**config.mk**
```make
export PLATFORM = sky130hd
export DESIGN_NAME = key_debounce
export DESIGN_NICKNAME = d
export VERILOG_FILES = /design/src/rtl/key_debounce.sv
export SDC_FILE = /design/constraint.sdc
export NUM_CORES = 1
export LEC_CHECK = 0
export CAP_MARGIN = 20
export CORE_MARGIN = 5
export CORE_UTILIZATION = 60
export CTS_CLUSTER_DIAMETER = 120
export DETAILED_ROUTE_END_ITERATION = 8
export PLACE_DENSITY = 0.74
export SETUP_SLACK_MARGIN = 0.1
export SLEW_MARGIN = 20
export SYNTH_ARGS = -nofsm -noshare
export SYNTH_HDL_FRONTEND = slang
export SYNTH_SLANG_ARGS = --single-unit
```
**constraint.sdc**
```tcl
create_clock -name sys_clk -period 5.8 [get_ports sys_clk]
set_clock_uncertainty 0.2 [all_clocks]
set_input_delay 1.16 -clock sys_clk [delete_from_list [all_inputs] [get_ports sys_clk]]
set_output_delay 1.16 -clock sys_clk [all_outputs]
set_load 0.05 [all_outputs]
```
**src/rtl/key_debounce.sv**
```systemverilog
// -----------------------------------------------------------------------------
// key_debounce
//   Turns raw, bouncing, active-low push-button pins into clean synchronous
//   events for the scope control logic. Every key is handled independently:
//   a debounced level, one-cycle press/release strobes, a long-press strobe
//   and, optionally, an auto-repeat strobe while the key stays held.
//
//   Optional feature macro: KEY_AUTOREPEAT_EN
//     defined   -> key_repeat pulses every REPEAT_MS ms after key_long
//     undefined -> key_repeat is constant 0 and no repeat counters exist
//
// Parameters
//   NUM_KEYS     number of independent keys
//   CLK_HZ       sys_clk frequency in Hz (multiple of 1000)
//   DEBOUNCE_MS  stable time needed to accept a press or a release (>= 1)
//   LONG_MS      hold time, from accepted press, before key_long (> DEBOUNCE_MS)
//   REPEAT_MS    auto-repeat period after key_long (>= 1)
//
// Ports
//   sys_clk      in   system clock
//   sys_rst_n    in   asynchronous active-low reset
//   key_n        in   [NUM_KEYS] raw button pins, 0 = pressed, asynchronous
//   key_level    out  [NUM_KEYS] debounced state, 1 = pressed
//   key_press    out  [NUM_KEYS] 1-cycle strobe on accepted press
//   key_release  out  [NUM_KEYS] 1-cycle strobe on accepted release
//   key_long     out  [NUM_KEYS] 1-cycle strobe once per hold at LONG_MS
//   key_repeat   out  [NUM_KEYS] 1-cycle strobe every REPEAT_MS after key_long
// -----------------------------------------------------------------------------
module key_debounce #(
  parameter int NUM_KEYS    = 3,
  parameter int CLK_HZ      = 24_000_000,
  parameter int DEBOUNCE_MS = 20,
  parameter int LONG_MS     = 1000,
  parameter int REPEAT_MS   = 200
) (
  input  logic                sys_clk,
  input  logic                sys_rst_n,
  input  logic [NUM_KEYS-1:0] key_n,
  output logic [NUM_KEYS-1:0] key_level,
  output logic [NUM_KEYS-1:0] key_press,
  output logic [NUM_KEYS-1:0] key_release,
  output logic [NUM_KEYS-1:0] key_long,
  output logic [NUM_KEYS-1:0] key_repeat
);

  // Millisecond prescaler geometry
  localparam int TICK_DIV = CLK_HZ / 1000;
  localparam int PW       = (TICK_DIV > 1) ? $clog2(TICK_DIV) : 1;
  localparam logic [PW-1:0] PRE_LAST = PW'(TICK_DIV - 1);

  // Per-key ms counter; it must be able to hold LONG_MS itself because the
  // hold count saturates there, which is also what makes key_long one-shot.
  localparam int CW = $clog2(LONG_MS + 1);
  localparam logic [CW-1:0] DEB_LAST  = CW'(DEBOUNCE_MS - 1);
  localparam logic [CW-1:0] LONG_LAST = CW'(LONG_MS - 1);
  localparam logic [CW-1:0] LONG_SAT  = CW'(LONG_MS);

`ifdef KEY_AUTOREPEAT_EN
  localparam int RW = (REPEAT_MS > 1) ? $clog2(REPEAT_MS) : 1;
  localparam logic [RW-1:0] REP_LAST = RW'(REPEAT_MS - 1);
`endif

  typedef enum logic [1:0] {
    IDLE     = 2'd0,
    PRESS_DB = 2'd1,
    HELD     = 2'd2,
    REL_DB   = 2'd3
  } key_state_t;

  // ---------------------------------------------------------------------------
  // Shared free-running ms prescaler
  // ---------------------------------------------------------------------------
  logic [PW-1:0] pre_cnt;
  logic          ms_tick;

  always_ff @(posedge sys_clk or negedge sys_rst_n) begin
    if (!sys_rst_n) begin
      pre_cnt <= '0;
    end else if (pre_cnt == PRE_LAST) begin
      pre_cnt <= '0;
    end else begin
      pre_cnt <= pre_cnt + PW'(1);
    end
  end

  assign ms_tick = (pre_cnt == PRE_LAST);

  // ---------------------------------------------------------------------------
  // Two-flop synchronizers; they reset to 1 so every key starts released.
  // ---------------------------------------------------------------------------
  logic [NUM_KEYS-1:0] sync_1;
  logic [NUM_KEYS-1:0] sync_2;
  logic [NUM_KEYS-1:0] pressed;

  always_ff @(posedge sys_clk or negedge sys_rst_n) begin
    if (!sys_rst_n) begin
      sync_1 <= '1;
      sync_2 <= '1;
    end else begin
      sync_1 <= key_n;
      sync_2 <= sync_1;
    end
  end

  assign pressed = ~sync_2;

  // ---------------------------------------------------------------------------
  // Per-key debounce / hold state machines
  // ---------------------------------------------------------------------------
  for (genvar i = 0; i < NUM_KEYS; i++) begin : g_key
    key_state_t    state;
    key_state_t    state_nxt;
    logic [CW-1:0] cnt;
    logic [CW-1:0] cnt_nxt;
    logic [CW-1:0] rcnt;
    logic [CW-1:0] rcnt_nxt;
    logic          press_q;
    logic          press_nxt;
    logic          release_q;
    logic          release_nxt;
    logic          long_q;
    logic          long_nxt;
    logic          level_q;
    logic          level_nxt;
    logic          pr;

    assign pr = pressed[i];

    always_ff @(posedge sys_clk or negedge sys_rst_n) begin
      if (!sys_rst_n) begin
        state     <= IDLE;
        cnt       <= '0;
        rcnt      <= '0;
        press_q   <= 1'b0;
        release_q <= 1'b0;
        long_q    <= 1'b0;
        level_q   <= 1'b0;
      end else begin
        state     <= state_nxt;
        cnt       <= cnt_nxt;
        rcnt      <= rcnt_nxt;
        press_q   <= press_nxt;
        release_q <= release_nxt;
        long_q    <= long_nxt;
        level_q   <= level_nxt;
      end
    end

    // cnt is the press-debounce count in PRESS_DB and the hold count in
    // HELD/REL_DB; rcnt is only the release-debounce count. Keeping them
    // apart lets a release bounce leave the hold timing untouched.
    always_comb begin
      state_nxt   = state;
      cnt_nxt     = cnt;
      rcnt_nxt    = rcnt;
      press_nxt   = 1'b0;
      release_nxt = 1'b0;
      long_nxt    = 1'b0;
      level_nxt   = level_q;

      unique case (state)
        IDLE: begin
          if (pr) begin
            state_nxt = PRESS_DB;
            cnt_nxt   = '0;
          end
        end

        PRESS_DB: begin
          if (!pr) begin
            state_nxt = IDLE;
            cnt_nxt   = '0;
          end else if (ms_tick) begin
            if (cnt == DEB_LAST) begin
              state_nxt = HELD;
              cnt_nxt   = '0;
              press_nxt = 1'b1;
              level_nxt = 1'b1;
            end else begin
              cnt_nxt = cnt + CW'(1);
            end
          end
        end

        HELD: begin
          if (!pr) begin
            state_nxt = REL_DB;
            rcnt_nxt  = '0;
          end else if (ms_tick && (cnt != LONG_SAT)) begin
            cnt_nxt = cnt + CW'(1);
            if (cnt == LONG_LAST) begin
              long_nxt = 1'b1;
            end
          end
        end

        REL_DB: begin
          if (pr) begin
            state_nxt = HELD;
          end else if (ms_tick) begin
            if (rcnt == DEB_LAST) begin
              state_nxt   = IDLE;
              cnt_nxt     = '0;
              rcnt_nxt    = '0;
              release_nxt = 1'b1;
              level_nxt   = 1'b0;
            end else begin
              rcnt_nxt = rcnt + CW'(1);
            end
          end
        end

        default: begin
          state_nxt = IDLE;
          cnt_nxt   = '0;
          rcnt_nxt  = '0;
        end
      endcase
    end

    assign key_level[i]   = level_q;
    assign key_press[i]   = press_q;
    assign key_release[i] = release_q;
    assign key_long[i]    = long_q;

`ifdef KEY_AUTOREPEAT_EN
    // The repeat counter only advances on ticks that the saturated hold count
    // would otherwise ignore, so the tick that fires key_long never counts
    // and the first repeat lands a full REPEAT_MS later. REL_DB simply does
    // not advance it, which gives the pause-on-bounce behaviour for free.
    logic [RW-1:0] rep_cnt;
    logic          repeat_q;

    always_ff @(posedge sys_clk or negedge sys_rst_n) begin
      if (!sys_rst_n) begin
        rep_cnt  <= '0;
        repeat_q <= 1'b0;
      end else begin
        repeat_q <= 1'b0;
        if (state == IDLE) begin
          rep_cnt <= '0;
        end else if ((state == HELD) && pr && ms_tick && (cnt == LONG_SAT)) begin
          if (rep_cnt == REP_LAST) begin
            rep_cnt  <= '0;
            repeat_q <= 1'b1;
          end else begin
            rep_cnt <= rep_cnt + RW'(1);
          end
        end
      end
    end

    assign key_repeat[i] = repeat_q;
`else
    assign key_repeat[i] = 1'b0;
`endif
  end

endmodule

```
==> results of run 1 <==
==> cell type report <==
| class | instances | area (sq um) | share of cell area [%] |
|---|---|---|---|
| multi-input combinational | 454 | 2940 | 48.0 |
| sequential | 99 | 2480 | 40.5 |
| timing repair buffer | 19 | 180 | 2.94 |
| tap | 129 | 161 | 2.63 |
| inverter | 37 | 139 | 2.26 |
| clock buffer | 10 | 138 | 2.24 |
| clock inverter | 6 | 86.3 | 1.41 |
==> power breakdown <==
group	switching (uW)	internal (uW)	leakage, uW
combinational	445	255	0.00107
clock	244	255	0.000113
sequential	52.2	739	0.00133
total	741	1250	0.00251
==> per-layer routing <==
| metal | vias up | global-route usage, % |
|---|---|---|
| li1 | 2275 | - |
| met2 | 96 | 35.8 |
| met5 | - | 0 |
| met4 | 0 | 6.40 |
| met1 | 2277 | 27.9 |
| met3 | 17 | 4.12 |
==> stage by stage <==
stage | hold WS [ns] | area, sq um
final | 0.161 | 6130
after global routing | 0.166 | 6130
after CTS | 0.161 | 6130
after detailed placement | 0.147 | 5910
after global placement | 0.147 | 5910
after floorplan | 0.145 | 5800
==> registers in the layout (all words and copies together) (netlist names), named ones only <==
register	flops
g_key.cnt	30
g_key.rcnt	30
pre_cnt	15
g_key.level_q	3
g_key.long_q	3
g_key.press_q	3
g_key.release_q	3
g_key.state	3
sync_1	3
sync_2	3
==> critical path, delay by kind of cell, from the launching register on <==
| family | cells | cell delay (ns) |
|---|---|---|
| AND/OR/NAND/NOR | 3 | 1.62 |
| AO/OA/AOI/OAI | 2 | 0.55 |
| flip-flops | 1 | 0.51 |
| buffers and inverters | 1 | 0.24 |
==> kinds of logic after synthesis <==
group / share of synthesized area (%)
buffers and inverters: 6.36
other: 0.0648
AND/OR/NAND/NOR: 24.1
AO/OA/AOI/OAI: 16.3
flip-flops: 42.9
adder cells (fa/ha/maj): 5.40
multiplexers: 1.23
XOR/XNOR: 3.63
==> placed cells by master, fill, tap and decap left out, drive strengths merged, types with 11 or more instances in the layout <==
cell type and count:
ha 25, nand2b 11, o21ai 33, nor2b 13
inv 38, a31oi 20, nand2 37, dfrtp 93
nor3 25, o31ai 17, nor4 14, nand3 34
nor2 52, xnor2 17, or3 12, clkdlybuf4s50 15
nand4 17, and3 11
==> worst paths after layout <==
kind,cells past startpoint,from,slack (ns),to
min in group asynchronous,1,sys_rst_n,0.63,g_key[2].cnt[2]
setup reg to reg,6,pre_cnt[6],2.63,g_key[1].cnt[9]
setup / recovery,6,pre_cnt[6],2.63,g_key[1].cnt[9]
hold reg to reg,0,sync_1[0],0.16,sync_2[0]
max in group asynchronous,2,sys_rst_n,3.76,sync_1[0]
hold / removal,0,sync_1[0],0.16,sync_2[0]
==> flow_metrics.env, run 1 <==
export IMPL_cp_max_fo=22
export IMPL_synthTopCellsByCount="dfrtp_1, nor2_1, inv_1, nand2_1"
export IMPL_wl_met3_um=416
export IMPL_worstSetupPathType="flop to flop"
export IMPL_start_util_pct=62.1
export IMPL_diodes=0
export IMPL_cts_max_level=3
export IMPL_yosys_area_top_type="dfrtp_1"
export IMPL_cts_buffers=9
export IMPL_async_flop_share_pct=100
export IMPL_powerDensity_mw_per_mm2=324
export IMPL_fin_nets=650
export IMPL_ys_seq_area_share_pct=42.9
export IMPL_setup_violations_final=0
export IMPL_routabilityCongestion=0.859
export IMPL_status="complete, no violations"
export IMPL_ant_nets=0
export IMPL_p_leak_uw=0.00251
export IMPL_fin_tns_setup_ns=0
export IMPL_cp_arrival_ns=3.29
export IMPL_wl_met1_um=5290
export IMPL_cp_start_kind="flop"
export IMPL_min_period_over_period_pct=54.7
export IMPL_synthDistinctLibCells=65
export IMPL_highest_layer="met4"
export IMPL_fillCellCount=779
export IMPL_holdCritPathClass="flop to flop"
export IMPL_vias=4665
export IMPL_tightest_slew_ns=1.00
export IMPL_drcViolationCount=0
export IMPL_setup_ws_ns=2.63
export IMPL_crit_path_end_kind="flop"
export IMPL_drt_total_wl_um=11700
export IMPL_clock_path_buffers=2
export IMPL_cts_sinks=99
export IMPL_avgSynthCellArea_sq_um=9.20
export IMPL_worstPathCellList="or4b_4 -> or4_4 -> a222oi_1 -> buf_4 -> nor2b_1 -> a22o_1"
export IMPL_synth_edf_count=0
export IMPL_crit_path_max_incr_delay_ns=0.58
export IMPL_syn_area_sq_mm=0.00579
export IMPL_ctsHoldBuffers=0
export IMPL_final_cells=754
export IMPL_ir_drop_mv=0.275
export IMPL_clockRootBuffer="clkbuf_8"
export IMPL_io_buffer_count=16
export IMPL_synth_cells=629
export IMPL_dieHeight_um=108
export IMPL_dr_first_iter_drc_count=260
export IMPL_layout_min_cycle_time_ns=3.17
export IMPL_finalMaxSlewViolations=0
export IMPL_path_clk_slew_ns=0.09
export IMPL_placed_cells=738
export IMPL_dp_hpwl_um=8090
export IMPL_dieArea_sq_mm=0.0117
export IMPL_crit_slowest_cell="or4b_4"
export IMPL_post_drt_wl_per_cell_um=15.5
export IMPL_maxCapViolCount=0
export IMPL_grt_start_max_net_pins=57
export IMPL_first_pass_iters=6
export IMPL_ioPinCount=20
export IMPL_grt_usage_pct=21.3
export IMPL_dieWidth_um=108
export IMPL_timing_slew_headroom_pct=31.5
export IMPL_grt_overflow=0
export IMPL_yosys_warnings=0
export IMPL_ys_flop_type="dfrtp_1"
export IMPL_grt_pass1_wl_um=20400
export IMPL_drive_gt1_share_pct=5.60
export IMPL_cts_tree="built"
export IMPL_rsz0062_at_grt="no"
export IMPL_rows=35
export IMPL_dp_slack_ns=2.67
export IMPL_ys_ff_latch=99
export IMPL_cts_resized=0
export IMPL_critPathRequiredTime_ns=5.91
export IMPL_antenna_found_initial=0
export IMPL_max_freq_ghz=0.315
export IMPL_synthTopCellsByArea="dfrtp_1, ha_1, nor2_1, nand3_1, o21ai_0"
export IMPL_synth_top_cell_area_share_pct=40.2
export IMPL_final_core_util_pct=65.7
export IMPL_hold_viol=0
export IMPL_dr_wl_met2_um=5830
export IMPL_insertion_delay_ns=0.37
export IMPL_vias_per_cell=6.19
export IMPL_total_power_uw=1990
export IMPL_post_cts_buffers=0
export IMPL_synth_most_common_cell="dfrtp_1"
export IMPL_areaGrowthSynthToFinish_pct=5.94
export IMPL_grt_pass1_vias=4464
export IMPL_coreArea_sq_mm=0.00933
No activity file was read; power rests on OpenSTA's default activity.
==> run 2, diff against run 1 <==
--- a/config.mk
+++ b/config.mk
@@ -7,10 +7,10 @@
 export LEC_CHECK = 0
 export CAP_MARGIN = 20
 export CORE_MARGIN = 5
-export CORE_UTILIZATION = 60
+export CORE_UTILIZATION = 56
 export CTS_CLUSTER_DIAMETER = 120
 export DETAILED_ROUTE_END_ITERATION = 8
-export PLACE_DENSITY = 0.74
+export PLACE_DENSITY = 0.73
 export SETUP_SLACK_MARGIN = 0.1
 export SLEW_MARGIN = 20
 export SYNTH_ARGS = -nofsm -noshare
==> constraint.sdc (replaced) <==
create_clock -name sys_clk -period 2.7 [get_ports sys_clk]
set_clock_uncertainty 0.2 [all_clocks]
set_input_delay 0.54 -clock sys_clk [delete_from_list [all_inputs] [get_ports sys_clk]]
set_output_delay 0.54 -clock sys_clk [all_outputs]
set_load 0.05 [all_outputs]
==> flow_metrics.env, run 2 (synthesized netlist as in run 1, its figures left out) <==
export IMPL_status="finished with violations"
export IMPL_violations="setup timing"
export IMPL_dr_first_iter_drc_count=396
export IMPL_cp_arrival_ns=2.80
export IMPL_drcViolationCount=0
export IMPL_cts_buffers=9
export IMPL_ioPinCount=20
export IMPL_worstSetupPathType="flop to flop"
export IMPL_cp_start_kind="flop"
export IMPL_insertion_delay_ns=0.37
export IMPL_grt_usage_pct=21.0
export IMPL_drive_gt1_share_pct=16.0
export IMPL_critPathRequiredTime_ns=2.80
export IMPL_min_period_over_period_pct=100
export IMPL_vias=4899
export IMPL_coreArea_sq_mm=0.0102
export IMPL_grt_pass1_vias=4728
export IMPL_finalMaxSlewViolations=0
export IMPL_vias_per_cell=6.06
export IMPL_hold_viol=0
export IMPL_setup_worst_path_start="pre_cnt[9]"
export IMPL_dieWidth_um=112
export IMPL_path_clk_slew_ns=0.09
export IMPL_total_power_uw=4590
export IMPL_tightest_slew_ns=0.599
export IMPL_fin_nets=698
export IMPL_dieArea_sq_mm=0.0125
export IMPL_design_area_sq_mm=0.00671
export IMPL_setup_violations_final=1
export IMPL_routabilityCongestion=0.875
export IMPL_p_leak_uw=0.00276
export IMPL_grt_start_max_net_pins=40
export IMPL_maxCapViolCount=0
export IMPL_cts_max_level=3
export IMPL_cp_max_fo=8
export IMPL_reg2reg_slack_ns=-0.0001
export IMPL_grt_overflow=0
export IMPL_dieHeight_um=112
export IMPL_grt_pass1_wl_um=22200
export IMPL_layout_min_cycle_time_ns=2.70
export IMPL_antenna_found_initial=0
export IMPL_cts_sinks=99
export IMPL_rsz0062_at_grt="yes"
export IMPL_largest_registers="g_key.cnt x30, g_key.rcnt x30, pre_cnt x15"
export IMPL_start_util_pct=56.8
export IMPL_r2r_cells=8
export IMPL_rows=37
export IMPL_timing_slew_headroom_pct=59.3
export IMPL_clock_path_buffers=2
export IMPL_endpoint="g_key[1].cnt[7]"
export IMPL_post_drt_wl_per_cell_um=15.7
export IMPL_areaGrowthSynthToFinish_pct=15.8
export IMPL_diodes=0
export IMPL_layout_cells_most_common="dfrtp_1"
export IMPL_cts_tree="built"
export IMPL_dpl_cell_area_sq_mm=0.00622
export IMPL_crit_path_end_kind="flop"
export IMPL_ir_drop_mv=0.313
export IMPL_placed_cells=782
export IMPL_drt_total_wl_um=12700
export IMPL_max_freq_ghz=0.370
export IMPL_holdCritPathClass="flop to flop"
export IMPL_powerDensity_mw_per_mm2=685
export IMPL_first_pass_iters=5
export IMPL_io_buffer_count=16
export IMPL_dp_slack_ns=-0.0874
export IMPL_r2r_end="g_key[1].cnt[7]"
export IMPL_ant_nets=0
export IMPL_final_cells=809
export IMPL_dp_hpwl_um=8780
export IMPL_reg2reg_from="pre_cnt[9]"
export IMPL_layout_common_cells="dfrtp_1, nor2_1, buf_4"
export IMPL_clockRootBuffer="clkbuf_8"
export IMPL_setup_ws_ns=-0.000147
## run 2: per-layer routing
layer  GRT usage, %  vias to the layer above  routed length, um  share of wire [%]
li1               -                     2371                  -                  -
met1           28.8                     2382               5770                 45
met2           33.8                      119               6210                 49
met3           3.26                       27                491                3.9
met4           7.46                        0                255                2.0
met5              0                        -                  0                  0
## run 2: worst max-delay path: stages, from the launching register on
cell and delay, ns:
dfrtp_1 0.38, or4b_4 0.53, or4_4 0.47, buf_6 0.15, a222oi_1 0.23, buf_4 0.23
nor2b_4 0.17, buf_6 0.12, a22o_1 0.14
## run 2: worst min-delay path by stage
stage                          from   endpoint  slack [ns]  cells after the start
after floorplan           sys_rst_n  async pin        0.04                      0
after CTS                 sync_1[1]  sync_2[1]        0.17                      0
after detailed placement  sync_1[2]  sync_2[2]        0.15                      0
after global routing      sync_1[0]  sync_2[0]        0.17                      0
after global placement    sync_1[0]  sync_2[0]        0.15                      0
final                     sync_1[2]  sync_2[2]        0.16                      0
## run 2: what timing repair did
action | CTS | global route
gates resized for setup | 9 | 34
pin swaps | 2 | 10
endpoints found under the setup margin | 35 | 54
hold buffers | 1 | 0
buffers inserted | 5 | 5
endpoints found under the hold margin | 32 | 0
## run 2: where the power goes
group,total [uW],internal (uW),switching [uW]
sequential,1700,1590,116
combinational,1930,833,1090
clock,962,457,505
## run 2: through the flow
stage	hold WS (ns)	utilization [%]	setup TNS [ns]
5_1_grt	0.173	65.8	-1.13
3_3_place_gp	0.147	61.0	-0.0166
2_1_floorplan	0.0444	-	0
3_5_place_dp	0.150	61.0	-0.582
4_1_cts	0.167	63.8	0
6_report	0.164	65.8	-0.000147
## run 2: cell type report
| cell class | instances | area [sq um] |
|---|---|---|
| Sequential cell | 99 | 2480 |
| Clock buffer | 14 | 153 |
| Clock inverter | 2 | 37.5 |
| Fill cell | 811 | 3480 |
| Timing Repair Buffer | 67 | 594 |
| Multi-Input combinational cell | 454 | 3130 |
| Inverter | 37 | 139 |
| Tap cell | 136 | 170 |
==> edit 1, RTL diff (config.mk and constraints of run 1) <==
One comparison of `cnt` changes from == to >=.
--- a/src/rtl/key_debounce.sv
+++ b/src/rtl/key_debounce.sv
@@ -171,7 +171,7 @@
             state_nxt = IDLE;
             cnt_nxt   = '0;
           end else if (ms_tick) begin
-            if (cnt == DEB_LAST) begin
+            if (cnt >= DEB_LAST) begin
               state_nxt = HELD;
               cnt_nxt   = '0;
               press_nxt = 1'b1;
Behaviour: no difference found for any inputs over 4 cycles, from zero or initial values and one cycle with sys_rst_n low; that may be too few to reach the edited logic, so the function may still have changed.
==> edit 1 against run 1 <==
  * Worst setup slack worse by 0.28 ns
  * Via count is 4.4% lower
  * Area after synthesis is 3.3% lower
  * Sequential cell count stayed put
  * Hold slack hardly changed
  * Final area is 4.0% lower
  * Cell count is 3.7% lower
  * Largest power group unchanged
  * First-iteration DRC count is 23% lower
  * Non-clock buffer count stayed put
  * Wire length is 6.3% lower
  * Clock power is 25% lower
  * Power is 10% lower
  * Die area is 3.0% lower
==> edit 1: results (changes against run 1) <==
global_routing:
  grt_pass1_vias: 4268  # -4.4%
  grt_max_degree: 64  # +12%
  grt_use_total_pct: 20.6  # -0.69 points
worst_setup_path:
  r2r_cells: 7  # +1
  critPathTopFamily: "simple AND/OR/NAND/NOR gates"
  ff2ff_setup_slack_ns: 2.34  # -0.28 ns
  critical_path.slowest_cell: "nand4_1"
  slowest_delay_ns: 0.55  # -0.03 ns
  cp-startpoint: "pre_cnt[0]"
  crit_fanout: 15  # -32%
  crit_arrival_ns: 3.52  # +0.23 ns
route:
  drtIter0Drc: 199  # -23%
  drtPass1Iterations: 5  # -1
logic_synthesis:
  netlist_top_cells_count: "dfrtp_1, nor2_1, o21ai_0, nand2_1, nand3_1"
  seq_area_frac_synth_pct: 44.4  # +1.5 points
  synthTopCellsByArea: "dfrtp_1, ha_1, o21ai_0, o31ai_1, nor2_1"
  yosysUniqueCellTypes: 54  # -17%
timing:
  tightestPinTransition_ns: 0.928  # -0.0729 ns
status:
  status: "finished, final reports clean"
cells_and_area:
  fillers: 749  # -3.9%
  post_route_cells_drive_above_1_share_pct: 5.85  # +0.25 points
placement:
  hpwl_mm: 7.75  # -4.2%
  placed_area_sq_um: 5730  # -3.0%
  gp_congestion: 0.838  # -2.5%
power:
  irDropWorstVdd_v: 0.000192  # -30%
  leakage_nw: 2.55  # +1.7%
clock_network:
  clkLatencyLatePin_ns: 0.37  # about the same
edit 1: cells by family (layout without fill, tap and decap cells):
family          count (synthesis)  after routing  share of synthesized area [%]
xor+xnor                       17             17                           2.66
buf+inv                        63             63                           5.34
mux                             5              5                          0.939
compound gates                142            142                           16.3
other cells                     1              3                         0.0670
flops                          99             99                           44.4
fa+ha+maj                      25             25                           5.59
simple gates                  261            261                           24.7
edit 1: routing by layer:
layer	wire length [um]	GRT usage, %	vias to the layer above
met1	5210	26.6	2193
met5	0	0	-
met2	5270	34.5	70
li1	-	-	2181
met4	172	7.21	0
met3	331	4.15	18
edit 1: area by class of cell:
cell class / instances / share of cell area, %
multi-input cells: 453 / 47.9
flip-flops and latches: 99 / 42.2
repair buffers: 19 / 3.06
well taps: 111 / 2.36
clock buffers: 12 / 2.30
inverters: 28 / 1.79
clock inverters: 4 / 0.340
edit 1: report_power, final:
group	switching [mW]	internal [mW]
Clock	0.221	0.154
Sequential	0.0528	0.737
Combinational	0.409	0.209
Total	0.683	1.10
edit 1: worst max path at each step:
stage	end	cells past startpoint
2_1_floorplan	g_key[0].cnt[6]	9
3_3_place_gp	g_key[1].cnt[9]	7
3_5_place_dp	g_key[1].cnt[9]	7
4_1_cts	g_key[1].cnt[9]	7
5_1_grt	g_key[1].cnt[8]	7
6_report	g_key[1].cnt[9]	7
edit 1: per-stage QoR:
step | util, % | hold slack (ns) | std cells | power (mW) | setup WS, ns
floorplan | - | 0.145 | 615 | 1.28 | 3.35
global placement | 62.6 | 0.146 | 710 | 1.39 | 2.56
detailed placement | 62.6 | 0.148 | 710 | 1.42 | 2.30
CTS | 64.3 | 0.161 | 726 | 1.80 | 2.31
global route | 64.3 | 0.167 | 726 | 1.93 | 1.97
finish | 64.3 | 0.160 | 726 | 1.78 | 2.34
==> edit 2, RTL diff (flow settings as in run 1) <==
Without the edit above. The option `KEY_AUTOREPEAT_EN` is turned on by a define.
--- a/src/rtl/key_debounce.sv
+++ b/src/rtl/key_debounce.sv
@@ -26,6 +26,8 @@
 //   key_long     out  [NUM_KEYS] 1-cycle strobe once per hold at LONG_MS
 //   key_repeat   out  [NUM_KEYS] 1-cycle strobe every REPEAT_MS after key_long
 // -----------------------------------------------------------------------------
+`define KEY_AUTOREPEAT_EN
+
 module key_debounce #(
   parameter int NUM_KEYS    = 3,
   parameter int CLK_HZ      = 24_000_000,
Function: no difference found for any inputs over 4 cycles, from zero or initial values and one cycle with sys_rst_n low; that may be too few to reach the edited logic, so the function may still have changed.
==> edit 2 against run 1 <==
  * Final area is 32% higher
  * Hold slack worse by 0.0052 ns
  * Power is 48% higher
  * Sequential cell count is 27 higher
  * Critical path type unchanged
  * Fmax is 7.9% lower
  * Wire length is 36% higher
  * Cell count is 25% higher
  * Non-clock buffer count is 4 higher
  * Area after synthesis is 25% higher
  * Utilization is 2.0 points higher
  * Synthesized cell count is 24% higher
  * Worst setup slack worse by 0.27 ns
==> edit 2: results (changes against run 1) <==
clock_network:
  clk_pin_slew_ns: 0.06  # -0.03 ns
  numCtsBuffers: 17  # +8
  clkLatencyLatePin_ns: 0.42  # +0.05 ns
  cts_buffer_depth: 2  # unchanged
  cts_resized: 0  # unchanged
  cts-root-buf: "clkbuf_16"
  htreeDepth: 4  # +1
cells_and_area:
  post_route_cells_drive_above_1_share_pct: 7.65  # +2.1 points
  nets: 816  # +26%
  n_antenna_cell: 0  # unchanged
  top_regs: "g_key.cnt x30, g_key.rcnt x30, g_key.rep_cnt x24"
worst_setup_path:
  critical_path.slowest_cell: "or4b_1"
  slowest_delay_ns: 0.66  # +0.08 ns
  crit-reg2reg-capture: "g_key[1].cnt[6]"
  crit_fanout: 16  # -27%
  crit_arrival_ns: 3.57  # +0.28 ns
  r2r_cells: 5  # -1
  reg2reg_from: "pre_cnt[6]"
route:
  via_per_inst: 6.51  # +5.2%
  dr_wl_met3_um: 648  # +56%
  drtIter0Drc: 429  # +65%
  dr_wl_met2_mm: 7.98  # +37%
  highest_layer: "met4"
  wl_per_cell_um: 16.9  # +8.9%
  drtPass1Iterations: 5  # -1
  wl_met1_mm: 7.14  # +35%
min_path:
  whs_endpoint: "sync_2[1]"
  hold_depth: 0  # unchanged
  hp-start: "sync_1[1]"
global_routing:
  grt_pass1_wl_mm: 28.1  # +38%
  grt_max_degree: 83  # +46%
  grtUsageMet2_pct: 39.0  # +3.2 points
  grtUsageMet3_pct: 5.75  # +1.6 points
  grt_pass1_vias: 6043  # +35%
  grt_use_total_pct: 23.5  # +2.2 points
  gr-usage-met1_pct: 30.0  # +2.1 points
floorplan:
  coreArea_sq_um: 11900  # +28%
logic_synthesis:
  netlist_top_cells_count: "dfrtp_1, nor2_1, o21ai_0, nand2_1, o31ai_1"
  seq_area_frac_synth_pct: 43.6  # +0.66 points
  async_reset_ff_share_pct: 100  # unchanged
  synthTopCellsByArea: "dfrtp_1, o31ai_1, ha_1, o21ai_0, nand3_1"
  yosysUniqueCellTypes: 64  # -1.5%
  ys_warn_count: 0  # unchanged
  syn_nets: 813
power:
  leakage_nw: 3.31  # +32%
  irDropWorstVdd_v: 0.000247  # -10%
placement:
  gp_congestion: 0.850  # -0.97%
  place_ws_ns: 2.36  # -0.316 ns
  io_buffer_count: 19  # +3
  placed_area_sq_um: 7440  # +26%
  hpwl_mm: 11.0  # +36%
timing:
  hold-worst-slack_ns: 0.156  # -0.00525 ns
  tightestPinTransition_ns: 1.02  # +0.0164 ns
status:
  status: "finished, final reports clean"
[edit 2: through the flow]
step                      power, mW  std cells
after floorplan                1.64        781
final                          2.94        944
after detailed placement       1.84        912
after global routing           3.12        944
after global placement         1.79        912
after CTS                      2.95        944
[edit 2: report_power, final]
| part | internal, mW | total, mW | switching [mW] |
|---|---|---|---|
| sequential | 0.926 | 0.975 | 0.0486 |
| combinational | 0.293 | 0.868 | 0.575 |
| clock | 0.718 | 1.10 | 0.379 |
| total | 1.94 | 2.94 | 1.00 |
[edit 2: final cells by class]
class | instances | area, sq um
Tap cell | 147 | 184
Fill cell | 954 | 3840
Multi-Input combinational cell | 576 | 3740
Timing Repair Buffer | 23 | 221
Clock inverter | 10 | 135
Sequential cell | 126 | 3160
Clock buffer | 22 | 484
Inverter | 40 | 150
[edit 2: worst register-to-register path, stage by stage, from the launching register on]
cell	delay (ns)
dfrtp_1	0.42
or4b_4	0.55
or4_4	0.62
o41a_1	0.61
or4b_1	0.67
o31ai_1	0.28
[edit 2: worst max path at each step]
stage	slack, ns	to	from
after floorplan	2.61	g_key[1].cnt[6]	pre_cnt[6]
after global placement	2.44	g_key[1].cnt[6]	pre_cnt[6]
after detailed placement	2.36	g_key[1].cnt[6]	pre_cnt[6]
after CTS	2.34	g_key[1].cnt[6]	pre_cnt[6]
after global routing	2.10	g_key[1].rep_cnt[5]	g_key[1].state[0]
final	2.35	g_key[1].cnt[6]	pre_cnt[6]
[edit 2: cell families (layout without fill, tap and decap cells)]
logic type	Yosys count	after routing	synth area share [%]
adder cells (fa/ha/maj)	27	27	4.66
AND/OR/NAND/NOR	314	314	23.6
XOR/XNOR	17	17	2.05
buffers and inverters	79	95	5.09
multiplexers	11	11	1.55
flip-flops	126	126	43.6
AO/OA/AOI/OAI	207	207	19.4
